$ cat src/rtl/apb_uart_host.sv
// APB requester that turns one valid/ready command into one SETUP/ACCESS transfer
// and returns read data plus error/timeout status through a held response.
module apb_uart_host #(
    parameter int ADDR_W  = 12,
    parameter int DATA_W  = 32,
    parameter int TIMEOUT = 256
) (
    input  logic              pclk,
    input  logic              preset,
    input  logic              cmd_valid,
    output logic              cmd_ready,
    input  logic              cmd_write,
    input  logic [ADDR_W-1:0] cmd_addr,
    input  logic [DATA_W-1:0] cmd_wdata,
    input  logic [3:0]        cmd_strb,
    output logic              rsp_valid,
    input  logic              rsp_ready,
    output logic [DATA_W-1:0] rsp_rdata,
    output logic              rsp_err,
    output logic              rsp_timeout,
    output logic              psel,
    output logic              penable,
    output logic              pwrite,
    output logic [ADDR_W-1:0] paddr,
    output logic [DATA_W-1:0] pwdata,
    output logic [3:0]        pstrb,
    input  logic              pready,
    input  logic              pslverr,
    input  logic [DATA_W-1:0] prdata
);

    localparam int CNT_W = (TIMEOUT > 0) ? $clog2(TIMEOUT + 1) : 1;

    typedef enum logic [1:0] {IDLE, SETUP, ACCESS, RESP} state_t;

    state_t              state_q, state_d;
    logic                cmd_ready_q, cmd_ready_d;
    logic [ADDR_W-1:0]   paddr_q, paddr_d;
    logic                pwrite_q, pwrite_d;
    logic [DATA_W-1:0]   pwdata_q, pwdata_d;
    logic [3:0]          pstrb_q, pstrb_d;
    logic [DATA_W-1:0]   rsp_rdata_q, rsp_rdata_d;
    logic                rsp_err_q, rsp_err_d;
    logic                rsp_timeout_q, rsp_timeout_d;
    logic [CNT_W-1:0]    cnt_q, cnt_d;
    logic [CNT_W-1:0]    cnt_inc;

    always_comb begin
        state_d       = state_q;
        paddr_d       = paddr_q;
        pwrite_d      = pwrite_q;
        pwdata_d      = pwdata_q;
        pstrb_d       = pstrb_q;
        rsp_rdata_d   = rsp_rdata_q;
        rsp_err_d     = rsp_err_q;
        rsp_timeout_d = rsp_timeout_q;
        cnt_d         = cnt_q;
        // saturating wait-state count including the current ACCESS cycle
        cnt_inc       = (cnt_q == {CNT_W{1'b1}}) ? cnt_q : cnt_q + 1'b1;

        case (state_q)
            IDLE: begin
                if (cmd_valid && cmd_ready_q) begin
                    state_d  = SETUP;
                    paddr_d  = cmd_addr;
                    pwrite_d = cmd_write;
                    pwdata_d = cmd_write ? cmd_wdata : '0;
                    pstrb_d  = cmd_write ? cmd_strb : 4'h0;
                    cnt_d    = '0;
                end
            end
            SETUP: begin
                state_d = ACCESS;
            end
            ACCESS: begin
                if (pready) begin
                    state_d       = RESP;
                    rsp_rdata_d   = pwrite_q ? '0 : prdata;
                    rsp_err_d     = pslverr;
                    rsp_timeout_d = 1'b0;
                end else begin
                    cnt_d = cnt_inc;
                    // pready has priority: the abort only fires on a cycle without it
                    if (TIMEOUT != 0 && cnt_inc == CNT_W'(TIMEOUT)) begin
                        state_d       = RESP;
                        rsp_rdata_d   = '0;
                        rsp_err_d     = 1'b1;
                        rsp_timeout_d = 1'b1;
                    end
                end
            end
            RESP: begin
                if (rsp_ready) begin
                    state_d = IDLE;
                end
            end
            default: begin
                state_d = IDLE;
            end
        endcase

        cmd_ready_d = (state_d == IDLE);
    end

    always_ff @(posedge pclk or posedge preset) begin
        if (preset) begin
            state_q       <= IDLE;
            cmd_ready_q   <= 1'b0;
            paddr_q       <= '0;
            pwrite_q      <= 1'b0;
            pwdata_q      <= '0;
            pstrb_q       <= 4'h0;
            rsp_rdata_q   <= '0;
            rsp_err_q     <= 1'b0;
            rsp_timeout_q <= 1'b0;
            cnt_q         <= '0;
        end else begin
            state_q       <= state_d;
            cmd_ready_q   <= cmd_ready_d;
            paddr_q       <= paddr_d;
            pwrite_q      <= pwrite_d;
            pwdata_q      <= pwdata_d;
            pstrb_q       <= pstrb_d;
            rsp_rdata_q   <= rsp_rdata_d;
            rsp_err_q     <= rsp_err_d;
            rsp_timeout_q <= rsp_timeout_d;
            cnt_q         <= cnt_d;
        end
    end

    // APB strobes decode straight from the state register so reset drops them at once
    assign psel        = (state_q == SETUP) || (state_q == ACCESS);
    assign penable     = (state_q == ACCESS);
    assign rsp_valid   = (state_q == RESP);
    assign cmd_ready   = cmd_ready_q;
    assign paddr       = paddr_q;
    assign pwrite      = pwrite_q;
    assign pwdata      = pwdata_q;
    assign pstrb       = pstrb_q;
    assign rsp_rdata   = rsp_rdata_q;
    assign rsp_err     = rsp_err_q;
    assign rsp_timeout = rsp_timeout_q;

endmodule

$ cat config.mk
export PLATFORM = sky130hd
export DESIGN_NAME = apb_uart_host
export DESIGN_NICKNAME = d
export VERILOG_FILES = /design/src/rtl/apb_uart_host.sv
export SDC_FILE = /design/constraint.sdc
export NUM_CORES = 1
export LEC_CHECK = 0
export CAP_MARGIN = 10
export CORE_ASPECT_RATIO = 1.5
export CORE_MARGIN = 5
export CORE_UTILIZATION = 60
export CTS_BUF_LIST = sky130_fd_sc_hd__clkbuf_4
export DETAILED_ROUTE_END_ITERATION = 16
export DONT_BUFFER_PORTS = 1
export GPL_ROUTABILITY_DRIVEN = 0
export PLACE_DENSITY_LB_ADDON = 0.2
export SLEW_MARGIN = 20
export SYNTH_ARGS = -nofsm -noshare
export SYNTH_HDL_FRONTEND = slang
export SYNTH_SLANG_ARGS = --single-unit
$ cat constraint.sdc
create_clock -name pclk -period 3.88 [get_ports pclk]
set_input_delay 0.388 -clock pclk [delete_from_list [all_inputs] [get_ports pclk]]
set_output_delay 0.388 -clock pclk [all_outputs]
set_load 0.02 [all_outputs]
# Word-level counts from Yosys, hierarchy flattened
# Cells that the tools add are included.
[op_classes]
add_sub_neg = 1
n_eq_ne = 7
mux = 17
n_reduce_logical = 9
[op_table]
columns = ["op", "n"]
rows = [
  ["$mux W32", 4],
  ["$mux W9", 3],
  ["$eq A9 B9 Y1 const B", 2],
  ["$pmux W9 S2", 1],
  ["$add A9 B1 Y9 const B", 1],
  ["$mux W2", 4],
  ["$pmux W2 S4", 1],
  ["$eq A2 B2 Y1 const B", 2],
  ["$logic_not A2 Y1", 2],
  ["$mux W4", 1],
  ["$ne A2 B2 Y1 const B", 2],
  ["$reduce_and A2 Y1", 2],
  ["$reduce_bool A2 Y1", 2],
  ["$mux W1", 3],
  ["$reduce_and A3 Y1", 1],
  ["$eq A2 B1 Y1 const B", 1],
  ["$logic_and A1 B1 Y1", 1],
  ["$logic_or A1 B1 Y1", 1],
]
[word_totals]
register_bits = 95
output_inout_bits = 87
wordCells = 44

# Depth between registers and ports, before layout
# Gate-level depths: netlist of the first run.
[depth]
ltp_word = 7
mapped_depth = 8

# Worst setup path before layout of the first run
# OpenSTA, ideal clock, no wires.
[synth_timing]
kind = "register to register"
from = "reg state_q[0]"
to = "reg cnt_q[7]"
setup_ns = 0.077
arrival_ns = 1.899
required_time_ns = 3.803
path_slack_ns = 1.904
path_stages_with_launch = 9
n_path_buf = 1
period_less_slack_ns = 1.976
cell_sequence = "dfrtp_1 > inv_1 > ha_1 > and2_2 > or3_1 > clkbuf_1 > nor3_2 > a31oi_1 > a21oi_1"
[synth_via]
elab_chain_len = 3
[synth_lines]
columns = ["element", "line_no", "text"]
rows = [
  ["from (decl)", "36", "state_t state_q, state_d;"],
  ["from (signal assigned)", "118", "state_q <= state_d;"],
  ["$eq A2 B2 Y1 *", "n/a", ""],
  ["net penable", "22", "output logic penable,"],
  ["$ne A2 B2 Y1 (no source line) or $reduce_bool A2 Y1 (tied branches)", "n/a", ""],
  ["$reduce_and A3 Y1 (no source line)", "n/a", ""],
  ["to (signal assigned)", "127", "cnt_q <= cnt_d;"],
  ["to (decl)", "45", "logic [CNT_W-1:0] cnt_q, cnt_d;"],
]
# Mark *: on every way through the listed nets, which the timed path passes. The rest lies on a longest branch.
# A chain may end at the register's enable or synchronous reset.

# Worst setup path after layout of the first run
[layout_timing]
from = "reg cnt_q[0]"
to = "reg rsp_rdata_q[31] (netlist: rsp_rdata[31])"
[layout_via]
elab_chain_len = 5
[layout_lines]
columns = ["element", "line_no", "text"]
rows = [
  ["$add A9 B1 Y9 or $eq A9 B9 Y1 (tied branches)", "59", "cnt_inc = (cnt_q == {CNT_W{1'b1}}) ? cnt_q : cnt_q + 1'b1;"],
  ["$mux W9 *", "59", ""],
  ["$eq A9 B9 Y1 *", "84", "if (TIMEOUT != 0 && cnt_inc == CNT_W'(TIMEOUT)) begin"],
  ["$reduce_bool A2 Y1 (no source line) *", "n/a", ""],
  ["$reduce_and A2 Y1 (no source line) *", "n/a", ""],
  ["to (signal assigned)", "124", "rsp_rdata_q <= rsp_rdata_d;"],
  ["to (decl)", "42", "logic [DATA_W-1:0] rsp_rdata_q, rsp_rdata_d;"],
]
# Mark *: on every way between the ends. The rest lies on a longest branch, timed or not.

==> results of run 1 <==
==> metrics by stage <==
step	cells	setup slack [ps]	util, %	total power, W	hold WS [ps]
2_1_floorplan	365	1015	-	0.002673	510.6
3_3_place_gp	420	1502	61.11	0.002840	386.9
3_5_place_dp	420	1490	61.11	0.002888	400.3
4_1_cts	437	1463	63.27	0.003394	39.47
5_1_grt	437	1266	63.27	0.003571	19.94
6_report	437	1439	63.27	0.003358	74.96
==> synth_stat cells, types with 2 or more instances <==
master                           n  share of area, %
sky130_fd_sc_hd__dlygate4sd1_1   3              0.66
sky130_fd_sc_hd__nand3_1         5              0.63
sky130_fd_sc_hd__a21oi_1        12               1.5
sky130_fd_sc_hd__o21ai_0        43               5.4
sky130_fd_sc_hd__nor2_1         12               1.1
sky130_fd_sc_hd__a21boi_0        2              0.38
sky130_fd_sc_hd__mux2_2         13               3.7
sky130_fd_sc_hd__and2_1          2              0.31
sky130_fd_sc_hd__ha_1            5               1.6
sky130_fd_sc_hd__o41ai_1         2              0.44
sky130_fd_sc_hd__a22o_1         31               6.8
sky130_fd_sc_hd__inv_1           9              0.85
sky130_fd_sc_hd__dfrtp_1        95                60
sky130_fd_sc_hd__nor3_1          2              0.25
sky130_fd_sc_hd__nand4_1         3              0.47
sky130_fd_sc_hd__a211oi_1        2              0.38
sky130_fd_sc_hd__nand2_1        78               7.3
sky130_fd_sc_hd__buf_6           5               1.4
sky130_fd_sc_hd__a31oi_1         5              0.78
sky130_fd_sc_hd__and2_2          2              0.38
sky130_fd_sc_hd__clkbuf_1       13               1.2
==> critical path, cell delays in order (launching register included) <==
cell and delay [ps]:
sky130_fd_sc_hd__dfrtp_1 460, sky130_fd_sc_hd__ha_1 320, sky130_fd_sc_hd__and4_4 290, sky130_fd_sc_hd__a211oi_1 70, sky130_fd_sc_hd__a41o_1 260, sky130_fd_sc_hd__a31oi_4 710
sky130_fd_sc_hd__a22o_2 260
==> routing by layer <==
metal / wire length [microns] / part of all wire [%] / up-vias / track usage, %
li1: - / - / 1258 / -
met1: 3357 / 37 / 1280 / 26.40
met2: 4660 / 52 / 119 / 34.01
met3: 790 / 8.8 / 17 / 8.197
met4: 219 / 2.4 / 0 / 8.875
met5: 0 / 0 / - / 0
==> sequential cells by signal, indices dropped and copies added, names as in the netlist <==
register	flops
pwdata	32
rsp_timeout	1
pwrite	1
cnt_q	9
state_q	2
rsp_err	1
paddr	12
cmd_ready	1
rsp_rdata	32
pstrb	4
==> path summary, 6_finish.rpt <==
kind                                 startpoint                   endpoint  slack (ps)
max                        cnt_q[0]$_DFFE_PP0P_  rsp_rdata[31]$_DFFE_PP0P_        1440
min                                   cmd_write      pwdata[0]$_DFFE_PP0P_          70
max reg2reg                cnt_q[0]$_DFFE_PP0P_  rsp_rdata[31]$_DFFE_PP0P_        1440
min reg2reg                cnt_q[0]$_DFFE_PP0P_       cnt_q[0]$_DFFE_PP0P_         580
max in group asynchronous                preset     pwdata[24]$_DFFE_PP0P_        2300
min in group asynchronous                preset   rsp_rdata[3]$_DFFE_PP0P_         480
==> final cells by class <==
class	count	area [sq um]	share of cell area [%]
clock inverter	7	62.56	1.524
inverter	9	35.03	0.8537
timing repair buffer	4	32.53	0.7927
clock buffer	9	67.56	1.646
tap	76	95.09	2.317
sequential	95	2377	57.93
multi-input combinational	237	1434	34.94
==> cell families (layout without fill, tap and decap cells) <==
kind of cell	after synthesis	after routing	share of synthesized area, %
and+or+nand+nor	112	112	12.37
muxes	14	14	3.925
buffers and inverters	33	29	4.552
DFF	95	95	59.65
xor gates and xnor gates	1	1	0.2198
AOI/OAI and AO/OA	105	105	17.71
adders and majority gates	5	5	1.570
==> power by group <==
group	switching [W]	internal, W
logic	0.000424	0.000331
registers	0.000742	0.00135
clock network	0.000313	0.000193
==> run summary, run 1 <==
* run status: finished, final reports clean
* logic depth of the worst register-to-register path: 6
* number of placement rows: 36
* TNS Setup: 0 ps
* number of sinks driven by the clock tree: 95
* via count of the first global-routing pass: 2533
* PostCTS Resize Cnt: 0
* element type at the critical path start: flop
* yosys synthesis warning count: 0
* CTS Root Cell: sky130_fd_sc_hd__clkbuf_4
* commonest cells after routing, fill and taps aside: 95 x sky130_fd_sc_hd__dfrtp_1, 78 x sky130_fd_sc_hd__nand2_1, 43 x sky130_fd_sc_hd__o21ai_0, 31 x sky130_fd_sc_hd__a22o_1, 13 x sky130_fd_sc_hd__mux2_2
* crit path kind: reg -> reg
* Avg Inst Size Synth: 10.92 sq um
* H-tree depth: 3
* Top-Level Pins: 174
* final instance area: 4104 sq um
* post-DR wirelength/cell: 20.66 microns
* Max Clock Skew: 11.73 ps
* async set-reset flop share out of synthesis: 100.0%
* post-synthesis to final-layout area growth: 2.983%
* height of the die: 109.8 microns
* Max Fanout on Critical Path: 32
* Setup Fix Bufs, Post-CTS: 0
* post-DR vias/cell: 6.119
* sequential element share of the synthesized area: 59.65%
* final period utilization: 62.91%
* top_reg_cell synth: sky130_fd_sc_hd__dfrtp_1
* filler instances: 544
* highest ir drop seen on vdd: 0.5962 mV
* power density relative to cell area: 818.1 nW/um^2
* Post-CTS Hold Fix Bufs: 1
* final max-slew violation count: 0
* class of the tightest hold or removal check: in -> reg
* Final setup viols: 0
* number of distinct library cells after synthesis: 42
* Worst Max-Slew Pin Slew: 861.9 ps
* buffer depth of the longest clock path: 2
* floorplan die width: 76.54 microns
* core area: 6486 sq um
* TritonCTS Buffers: 9
* Max-Slew Margin vs Limit: 42.54%
* detailed-routing iteration count for the pre-antenna-repair pass: 4
* placed cell area: 3964 sq um
* effective utilization at floorplan: 61.44%
* Achievable Freq: 0.4097 GHz
* Post-Route WL: 9028 microns
* maximum number of pins on one net before global-route repair: 86
* cell area after synthesis: 3985 sq um
* TritonCTS clock tree: done
* Port Buf Inserts: 0
* post-layout minimum cycle time: 2441 ps
* number of storage elements in the synthesis netlist: 95
* number of instances on the worst hold path: 2
* number of antenna violations at the first check in global routing: 0
* share of cells above drive strength 1: 11.63%
* hold violation count in the final report: 0
* required time at the endpoint of the critical path: 4260 ps
* GRT Overall Usage: 21.43%
* most common cell after layout, fill and taps aside: sky130_fd_sc_hd__dfrtp_1
* synthesized netlist cell count: 365
* syn_nets: 457
* remaining antenna violation count: 0
* placed wire-length estimate: 6620 microns
* routed vias: 2674
* DRC violation total after the first TritonRoute iteration: 204
* clock slew at reported path FFs: 140 ps
* first-pass GRT wire length: 13860 microns
* latest clock arrival within the worst-skew pair: 430 ps
* standby leakage power: 1.917 nW
* final routed DRC violation total: 0
* nets@finish: 448
* Die ar.: 8405 sq um
* crit path DAT: 2820 ps
* number of violations of the max-capacitance limit: 0
* setup repair after global routing missed its margin: false
* aggregate global routing overflow: 0
* Antenna Diode Count: 0
* Worst setup EP type: flop
* number of synthesized flops with an enable pin: 0
Power figures use the tool's default switching activity.
==> run 2, diff against run 1 <==
- clock period: 3.88 -> 2.4 ns (I/O delays scaled with it)
==> run 2 against run 1 <==
Clock-buffer cell count did not move. Core utilization rose by 15 points. Fmax grew 11%. Critical path depth up 1.
==> run summary, run 2 (synthesis gave the netlist of run 1 again) <==
* run status: finished, final reports clean
* post-layout minimum cycle time: 2192 ps, -249.4 ps
* floorplan die width: 76.54 microns, unchanged
* routed vias: 3236, +21%
* buffer depth of the longest clock path: 2, unchanged
* Worst setup EP type: flop
* first-pass GRT wire length: 17000 microns, +23%
* maximum number of pins on one net before global-route repair: 86, unchanged
* post-DR wirelength/cell: 21.06 microns, +1.9%
* nets@finish: 536, +20%
* latest clock arrival within the worst-skew pair: 450 ps, +20 ps
* met2 wire len: 5956 microns, +28%
* Port Buf Inserts: 0, unchanged
* final period utilization: 91.32%, +28 points
* final max-slew violation count: 0, unchanged
* met3 layer wire length in the routed design: 910 microns, +15%
* highest metal layer with signal wires: met4
* power density relative to cell area: 1151 nW/um^2, +41%
* H-tree depth: 3, unchanged
* commonest cells after routing, fill and taps aside: 95 x sky130_fd_sc_hd__dfrtp_1, 83 x sky130_fd_sc_hd__dlygate4sd3_1, 78 x sky130_fd_sc_hd__nand2_1, 43 x sky130_fd_sc_hd__o21ai_0, 31 x sky130_fd_sc_hd__a22o_1
* CTS Root Cell: sky130_fd_sc_hd__clkbuf_4
* Top-Level Pins: 174, unchanged
* Antenna Diode Count: 0, unchanged
* setup repair after global routing missed its margin: false
* class of the tightest hold or removal check: in -> reg
* power consumption: 0.005812 W, +73%
* core area: 6486 sq um, unchanged
* cell chain of the critical path: inv_1, ha_2, and2_2, or3_1, nor3_2, a31oi_1, a21oi_1
* aggregate global routing overflow: 0, unchanged
* multi-input combinational cell area: 1458 sq um, +1.7%
* clock slew at reported path FFs: 140 ps, about the same
* Achievable Freq: 0.4563 GHz, +11%
* final routed DRC violation total: 0, unchanged
* detailed-routing iteration count for the pre-antenna-repair pass: 5, +1
* required time at the endpoint of the critical path: 2770 ps, -1490 ps
* area of all sequential standard cells: 2377 sq um, unchanged
* filler instances: 402, -26%
* crit path DAT: 2560 ps, -260 ps
* GRT Overall Usage: 25.79%, +4.4 points
* element type at the critical path start: flop
* TritonCTS clock tree: done
* hold violation count in the final report: 0, unchanged
* TritonCTS Buffers: 9, unchanged
* number of placement rows: 36, unchanged
* highest ir drop seen on vdd: 0.7430 mV, +25%
* remaining antenna violation count: 0, unchanged
* Die ar.: 8405 sq um, unchanged
* number of violations of the max-capacitance limit: 0, unchanged
* most common cell after layout, fill and taps aside: sky130_fd_sc_hd__dfrtp_1
* post-DR vias/cell: 6.164, +0.73%
* via count of the first global-routing pass: 3168, +25%
* highest-delay cell along the critical path: sky130_fd_sc_hd__or3_1
* Max-Slew Margin vs Limit: 63.94%, +21 points
* number of sinks driven by the clock tree: 95, unchanged
* Max Fanout on Critical Path: 14, -56%
* met1 layer wirelength in the final routing: 3937 microns, +17%
* crit path kind: reg -> reg
* effective utilization at floorplan: 61.44%, unchanged
* Worst Max-Slew Pin Slew: 540.9 ps, -321.0 ps
* placed wire-length estimate: 6515 microns, -1.6%
* Final setup viols: 0, unchanged
* Post-Route WL: 11060 microns, +22%
* post-synthesis to final-layout area growth: 26.75%
* height of the die: 109.8 microns, unchanged
* Max Clock Skew: 24.91 ps, +13.18 ps
* TNS Setup: 0 ps, unchanged
* number of antenna violations at the first check in global routing: 0, unchanged
* Worst path max stage delay: 500 ps, -210 ps
* DRC violation total after the first TritonRoute iteration: 272, +33%
* standby leakage power: 2.298 nW, +20%
* share of cells above drive strength 1: 10.69%, -0.94 points
-- run 2: timing repair --
item,in CTS,in global routing
gates resized for setup,0,2
endpoints found under the setup margin,0,31
setup buffers,0,0
hold buffers,84,0
hold endpoints to repair,102,0
-- run 2: power breakdown --
part	switching [W]	leakage, nW	internal, W
combinational	0.000790	0.991	0.000678
clock	0.000519	0.0770	0.000414
sequential	0.00122	1.23	0.00219
-- run 2: final timing paths --
path	depth (start not counted)	from	slack (ps)	end
worst max-delay path	7	state_q[0]$_DFF_PP0_	210	cnt_q[7]$_DFFE_PP0P_
worst min-delay path	3	pready	60	cmd_ready$_DFF_PP0_
worst max register to register	7	state_q[0]$_DFF_PP0_	210	cnt_q[7]$_DFFE_PP0P_
worst min register to register	1	cnt_q[0]$_DFFE_PP0P_	600	cnt_q[0]$_DFFE_PP0P_
max in group asynchronous	3	preset	1450	pwdata[24]$_DFFE_PP0P_
min in group asynchronous	2	preset	280	rsp_rdata[1]$_DFFE_PP0P_
-- run 2: layout make-up --
class / count / area share [%]
Clock inverter: 7 / 1.734
Multi-Input combinational cell: 238 / 28.86
Inverter: 9 / 0.7431
Clock buffer: 9 / 1.338
Sequential cell: 95 / 47.06
Timing Repair Buffer: 91 / 18.38
Tap cell: 76 / 1.883
-- run 2: metrics by stage --
step / hold slack (ps) / setup slack (ps) / cells / util (%) / cell area, sq um
6_report: 59.92 / 208.4 / 525 / 77.87 / 5051
3_5_place_dp: 165.9 / 165.2 / 424 / 62.00 / 4021
4_1_cts: 31.16 / 129.6 / 524 / 77.51 / 5027
5_1_grt: 86.77 / 100.6 / 525 / 77.87 / 5051
3_3_place_gp: 165.4 / 201.5 / 424 / 62.00 / 4021
2_1_floorplan: 379.9 / 423.8 / 365 / - / 3989
-- run 2: worst max-delay path: cells and delay by family (launching register included) --
kind,cells,cell delay (ps)
buf+inv,1,100
simple gates,3,1020
compound gates,2,270
fa+ha+maj,1,290
flops,1,440
-- run 2: metal layers --
metal  vias up  global-route usage [%]
met1      1600                   30.84
met4         0                   10.25
met5         -                       0
met3        26                   5.820
met2       181                   45.22
li1       1429                       -
==> run 3, diff against run 2 <==
- CORE_MARGIN: 5 -> unset
==> run 3 against run 2 <==
First-iteration DRC count increased by 22%. Flip-flop and latch count did not move. Largest power group unchanged. Cell count grew 0.95%. Critical path depth shrank 1. Wire length shrank 1.6%. Largest cell class unchanged. Register-to-register slack lost 60 ps. Combinational power hardly changed.
==> run summary, run 3 (synthesis gave the netlist of run 1 again) <==
* hold wc startpoint: pready
* area of all sequential standard cells: 2377 sq um, unchanged
* required time at the endpoint of the critical path: 2790 ps, +20 ps
* maximum number of pins on one net before global-route repair: 62, -28%
* number of antenna violations at the first check in global routing: 1, +1
* placed wire-length estimate: 6161 microns, -5.4%
* TritonCTS Buffers: 9, unchanged
* Top-Level Pins: 174, unchanged
* final period utilization: 93.87%, +2.6 points
* nets@finish: 540, +0.75%
* launch point of the worst reg-to-reg path: cnt_q[1]$_DFFE_PP0P_
* Worst Max-Slew Pin Slew: 742.4 ps, +201.5 ps
* class of the tightest hold or removal check: in -> reg
* multi-input combinational cell area: 1468 sq um, +0.69%
* switching share of total power: 45.70%, +2.2 points
* kind of cell adding the most delay to the critical path: compound AO/OA/AOI/OAI gates
* routed vias: 3281, +1.4%
* filler instances: 381, -5.2%
* DRC violation total after the first TritonRoute iteration: 331, +22%
* element type at the critical path start: flop
* Switching Power: 0.002603 W, +2.9%
* highest ir drop seen on vdd: 0.9194 mV, +24%
* Post-Route WL: 10880 microns, -1.6%
* Die ar.: 6978 sq um, -17%
* first-pass GRT wire length: 15810 microns, -7.0%
* part of the total power dissipated in combinational logic: 26.4%, +1.1 points
* run status: finished, final reports clean
* most common cell after layout, fill and taps aside: sky130_fd_sc_hd__dfrtp_1
* CTS Root Cell: sky130_fd_sc_hd__clkbuf_4
* highest-delay cell along the critical path: sky130_fd_sc_hd__a31oi_4
* Achievable Freq: 0.4439 GHz, -2.7%
* floorplan die width: 68.54 microns, -10%
* buffers and inverters on the worst path: 0, -1
* crit path DAT: 2640 ps, +80 ps
* Max Fanout on Critical Path: 16, +2
* share of cells above drive strength 1: 11.92%, +1.2 points
* effective utilization at floorplan: 61.87%, +0.43 points
* number of placement rows: 36, unchanged
* final routed DRC violation total: 0, unchanged
* Max-Slew Margin vs Limit: 50.51%, -13 points
* clock share of power: 13.9%, -2.2 points
* core area: 6441 sq um, -0.69%
* latest clock arrival within the worst-skew pair: 450 ps, about the same
* final standard cell utilization of the core: 78.21%, +0.33 points
* aggregate global routing overflow: 0, unchanged
* commonest cells after routing, fill and taps aside: 95 x sky130_fd_sc_hd__dfrtp_1, 83 x sky130_fd_sc_hd__dlygate4sd3_1, 78 x sky130_fd_sc_hd__nand2_1, 43 x sky130_fd_sc_hd__o21ai_0, 31 x sky130_fd_sc_hd__a22o_1
* Int Pwr: 0.003093 W, -5.7%
* number of violations of the max-capacitance limit: 0, unchanged
* hold violation count in the final report: 0, unchanged
* post-layout minimum cycle time: 2253 ps, +61.22 ps
* post-DR wirelength/cell: 20.53 microns, -2.5%
* via count of the first global-routing pass: 3174, +0.19%
* H-tree depth: 3, unchanged
* part of the total power dissipated in sequential elements: 59.7%, +1.0 points
* number of sinks driven by the clock tree: 95, unchanged
* detailed-routing iteration count for the pre-antenna-repair pass: 6, +1
* CP startpoint: cnt_q[1]$_DFFE_PP0P_
* TritonCTS clock tree: done
* Max Clock Skew: 21.22 ps, -3.692 ps
* Worst path max stage delay: 520 ps, +20 ps
* post-synthesis to final-layout area growth: 26.40%
* crit path kind: reg -> reg
* cell chain of the critical path: ha_1, and4_4, a211oi_1, a41o_1, a31oi_4, a22o_1
* clock slew at reported path FFs: 160 ps, +20 ps
* GRT Overall Usage: 31.59%, +5.8 points
* Worst setup EP type: flop
* Final setup viols: 0, unchanged
* buffer depth of the longest clock path: 2, unchanged
* post-DR vias/cell: 6.191, +0.43%
* Port Buf Inserts: 0, unchanged
* final max-slew violation count: 0, unchanged
* TNS Setup: 0 ps, unchanged
* Setup Fix Bufs, Post-CTS: 0, unchanged
* power density relative to cell area: 1131 nW/um^2, -1.7%
* setup repair after global routing missed its margin: false
* standby leakage power: 2.286 nW, -0.51%
* height of the die: 101.8 microns, -7.3%
* remaining antenna violation count: 0, unchanged
-- run 3: per-stage QoR --
step	power (W)	cell area, sq um	std cells	setup slack [ps]	hold slack (ps)
floorplan	0.004322	3989	365	423.8	379.9
global placement	0.004622	4026	428	144.2	257.1
detailed placement	0.004695	4026	428	66.55	268.4
CTS	0.005600	5001	528	23.32	23.69
global route	0.006018	5037	530	12.35	35.69
finish	0.005697	5037	530	147.2	64.81
-- run 3: per-layer routing --
metal / vias up / track usage, % / routed length (microns) / part of all wire, %
li1: 1443 / - / - / -
met1: 1618 / 35.97 / 3902 / 36
met2: 186 / 52.34 / 5628 / 52
met4: 0 / 16.19 / 381 / 3.5
met5: - / 0 / 0 / 0
met3: 34 / 9.710 / 969 / 8.9
-- run 3: timing repair --
action,4_1_cts,5_1_grt
hold endpoints to repair,177,0
hold buffers,84,0
endpoints found under the setup margin,0,43
resized for setup,0,3
-- run 3: power by group through the flow --
stage | clock network [W] | logic [W] | registers [W]
floorplan | 0 | 0.00108 | 0.00324
global placement | 0 | 0.00124 | 0.00339
detailed placement | 0 | 0.00130 | 0.00340
CTS | 0.000807 | 0.00143 | 0.00336
global route | 0.000870 | 0.00168 | 0.00347
finish | 0.000790 | 0.00150 | 0.00340
-- run 3: area by class of cell --
| class | instances | share of cell area, % |
|---|---|---|
| sequential | 95 | 47.19 |
| multi-input combinational | 238 | 29.14 |
| timing repair buffer | 95 | 18.53 |
| tap | 76 | 1.888 |
| clock buffer | 9 | 1.341 |
| clock inverter | 7 | 1.118 |
| inverter | 9 | 0.7452 |
| antenna | 1 | 0.04968 |
-- run 3: path summary, 6_finish.rpt --
kind	to	slack, ps	cells after the start
setup / recovery	rsp_rdata[28]$_DFFE_PP0P_	150	6
hold / removal	cmd_ready$_DFF_PP0_	60	3
setup reg to reg	rsp_rdata[28]$_DFFE_PP0P_	150	6
hold reg to reg	cnt_q[0]$_DFFE_PP0P_	610	2
max in group asynchronous	pwdata[13]$_DFFE_PP0P_	1390	3
min in group asynchronous	rsp_rdata[11]$_DFFE_PP0P_	390	3
-- run 3: tightest hold or removal path, cell delays in order --
cell                      delay, ps
sky130_fd_sc_hd__nor2_1          20
sky130_fd_sc_hd__nor2_1         130
sky130_fd_sc_hd__o31ai_1         80
==> edit 1: new RTL, config.mk and constraints of run 3 <==
The parameter `DATA_W` goes from 32 to 64.
--- a/src/rtl/apb_uart_host.sv
+++ b/src/rtl/apb_uart_host.sv
@@ -4,3 +4,3 @@
     parameter int ADDR_W  = 12,
-    parameter int DATA_W  = 32,
+    parameter int DATA_W  = 64,
     parameter int TIMEOUT = 256
Interface: changed (resized cmd_wdata, prdata, pwdata and rsp_rdata); port bits go from 174 to 302. No check against the original RTL was run, so the function may have changed too.
==> edit 1 against run 3 <==
Synthesized area increased by 61%. The run now fails in 4_1_cts.
==> edit 1: results (changes against run 3) <==
| Metric | Value |
|---|---|
| Status | `aborted with a tool error` |
| Fail Step | `4_1_cts` |
| Error message | `[ERROR RSZ-0060] Max buffer count reached.` |
| Num CTS Buffers | `17 (+8)` |
| Syn nets | `729 (+60%)` |
| Post-CTS Hold Buffers | `144 (+71%)` |
| CTS Sinks | `159 (+67%)` |
| Worst slack, placed | `0.136 ns (+0.0694 ns)` |
| Synth top cells by count | `dfrtp_1 (159), nand2_1 (146), o21ai_0 (79)` |
| Synth Warn # | `0 (unchanged)` |
| PostCTS Resize Cnt | `0 (unchanged)` |
| Sequential area share after synthesis | `62.0% (+2.4 points)` |
| Synth Flop Type | `dfrtp_1` |
| Post-CTS setup buffer count | `0 (unchanged)` |
| CTS max path bufs | `2 (unchanged)` |
| HPWL after DPL | `10900 µm (+77%)` |
| Library cells used by synthesis | `42 (unchanged)` |
| Post-synthesis async set-or-reset flop share | `100% (unchanged)` |
| H-tree Lvls | `4 (+1)` |
| Synth top area cells | `dfrtp_1 (62%), a22o_1 (8.7%), nand2_1 (8.5%), o21ai_0 (6.2%), mux2_2 (2.3%)` |
| CTS Root Cell | `clkbuf_4` |
| Port-buffer cells | `0 (unchanged)` |
## edit 1: kinds of logic after synthesis
family          synth area share (%)
compound gates                  18.2
xor+xnor                       0.839
fa+ha+maj                      0.976
buf+inv                         3.69
flops                           62.0
mux                             2.28
simple gates                    12.0
## edit 1: stage by stage
stage               instance area, µm²  cells  utilization [%]
detailed placement                6530    684             63.7
global placement                  6530    684             63.7
floorplan                         6420    573                -
==> edit 2: new RTL, config.mk and constraints of run 3 <==
Without the edit above. `paddr_q`, `pwdata_q` and `rsp_rdata_q` no longer have a reset.
--- a/src/rtl/apb_uart_host.sv
+++ b/src/rtl/apb_uart_host.sv
@@ -108,7 +108,4 @@
             cmd_ready_q   <= 1'b0;
-            paddr_q       <= '0;
             pwrite_q      <= 1'b0;
-            pwdata_q      <= '0;
             pstrb_q       <= 4'h0;
-            rsp_rdata_q   <= '0;
             rsp_err_q     <= 1'b0;
@@ -119,7 +116,4 @@
             cmd_ready_q   <= cmd_ready_d;
-            paddr_q       <= paddr_d;
             pwrite_q      <= pwrite_d;
-            pwdata_q      <= pwdata_d;
             pstrb_q       <= pstrb_d;
-            rsp_rdata_q   <= rsp_rdata_d;
             rsp_err_q     <= rsp_err_d;
@@ -128,2 +122,8 @@
         end
+    end
+
+    always_ff @(posedge pclk) begin
+        paddr_q     <= paddr_d;
+        pwdata_q    <= pwdata_d;
+        rsp_rdata_q <= rsp_rdata_d;
     end
Check against the original RTL: differs if preset is asserted again (counterexample within 4 cycles, from zero or initial values and one cycle with preset high); with preset held inactive, the same outputs for 10 cycles.
==> edit 2 against run 3 <==
Synthesized cell count is 24% lower. Synthesized area is 3.0% lower. Total power is 23% lower. Sequential power is 24% lower. Worst hold slack worse by 0.043 ns. Sequential cell count stayed put. Setup slack worse by 0.0089 ns. Final area is 1.7% lower. Clock skew is 0.011 ns higher. Count of clock-buffer cells in the layout stayed put. Combinational power is 37% lower. Routed wire length is 16% lower. Critical endpoint is now rsp_rdata[14]$_SDFFCE_PP0P_. Largest power group unchanged. Highest routed layer unchanged.
==> edit 2: results (changes against run 3) <==
| Metric | Value |
|---|---|
| First DRT Iteration DRCs | `145 (-56%)` |
| Compound-Gate Fraction of Synth Area | `6.89% (-11 points)` |
| Slowest cell on crit path | `dfrtp_1` |
| Syn nets | `369 (-19%)` |
| Synth top area cells | `edfxtp_1 (59%), dfrtp_1 (12%), and2_1 (10%), nand2_1 (2.0%), a21oi_1 (1.7%)` |
| Std-Cell Rows | `35 (-2.8%)` |
| Synth Area in XOR/XNOR | `0% (-0.22 points)` |
| Seq. pwr | `2600 µW (-24%)` |
| Seq area share | `55.7% (+8.5 points)` |
| Sequential area share after synthesis | `71.3% (+12 points)` |
| Post-synthesis async set-or-reset flop share | `20.0% (-80 points)` |
| Total wire length | `9120 µm (-16%)` |
| HPWL after DPL | `5220 µm (-15%)` |
| Arrival @ worst endpoint | `2.42 ns (-0.22 ns)` |
| Library cells used by synthesis | `41 (-2.4%)` |
| Non-clk bufs | `90 (-5.3%)` |
| Status | `finished, final reports clean` |
| Maximum vdd ir drop | `690 µV (-25%)` |
| Avg Vias per Cell | `5.70 (-8.0%)` |
| CP top delay family | `simple AND/OR/NAND/NOR gates` |
| Nets | `457 (-15%)` |
| LEAKAGE | `0.00185 µW (-19%)` |
| Post-synth EDFFs | `76 (+76)` |
| Drt pass-1 iters | `4 (-2)` |
| All-layer global routing usage | `26.9% (-4.7 points)` |
| Signal inverters | `8 (-1)` |
| Vias in the first global route | `2492 (-21%)` |
| Fraction of area in multi-input gates | `20.7% (-8.5 points)` |
| Adder-Cell Fraction of Synth Area | `1.62% (+0.048 points)` |
| Fill cell count | `328 (-14%)` |
| Mapped Cells | `277 (-24%)` |
| Setup WS post-layout | `0.138 ns (-0.00893 ns)` |
| Slew Limit Headroom | `37.6% (-13 points)` |
| Switch Pwr | `1600 µW (-38%)` |
| Crit path largest cell delay | `0.46 ns (-0.06 ns)` |
| Synth Flop Type | `edfxtp_1` |
| Cells after DPL | `345 (-19%)` |
| Post-synthesis mux area share | `0.939% (-3.0 points)` |
| Max FO, Critical Path | `32 (+16)` |
| Largest net degree at the start of global routing | `45 (-27%)` |
| Post-CTS Hold Buffers | `80 (-4.8%)` |
| Switch share | `36.7% (-9.0 points)` |
| Worst min-delay path startpoint | `cmd_write` |
| Worst slack, placed | `0.145 ns (+0.0782 ns)` |
| Synth top cells by count | `edfxtp_1 (76), and2_1 (64), nand2_1 (21)` |
| Non-Filler Instances | `444 (-16%)` |
| Placed Instance Area | `3980 µm² (-1.1%)` |
| First-pass GRT wire length | `12800 µm (-19%)` |
==> edit 2: cell types whose count changed after synthesis, moves of 4 or more <==
cell      change
a22o_1       -31
and2_1       +62
buf_6         -4
dfrtp_1      -76
edfxtp_1     +76
mux2_2       -12
nand2_1      -57
o21ai_0      -33
==> edit 2: metal layers <==
layer  track usage (%)  routed length (µm)
met3              10.1                 935
met5                 0                   0
met2              46.4                4900
met1              28.8                3090
met4              10.5                 186
==> edit 2: worst min path at each step <==
stage               depth (start not counted)  slack [ns]                       end
finish                                      1        0.02  pwdata[13]$_SDFFCE_PN0P_
global route                                1       0.002  pwdata[13]$_SDFFCE_PN0P_
CTS                                         1      0.0007   pwdata[4]$_SDFFCE_PN0P_
detailed placement                          1        0.31       rsp_err$_DFFE_PP0P_
global placement                            1        0.31       rsp_err$_DFFE_PP0P_
floorplan                                   1        0.19       cmd_ready$_DFF_PP0_
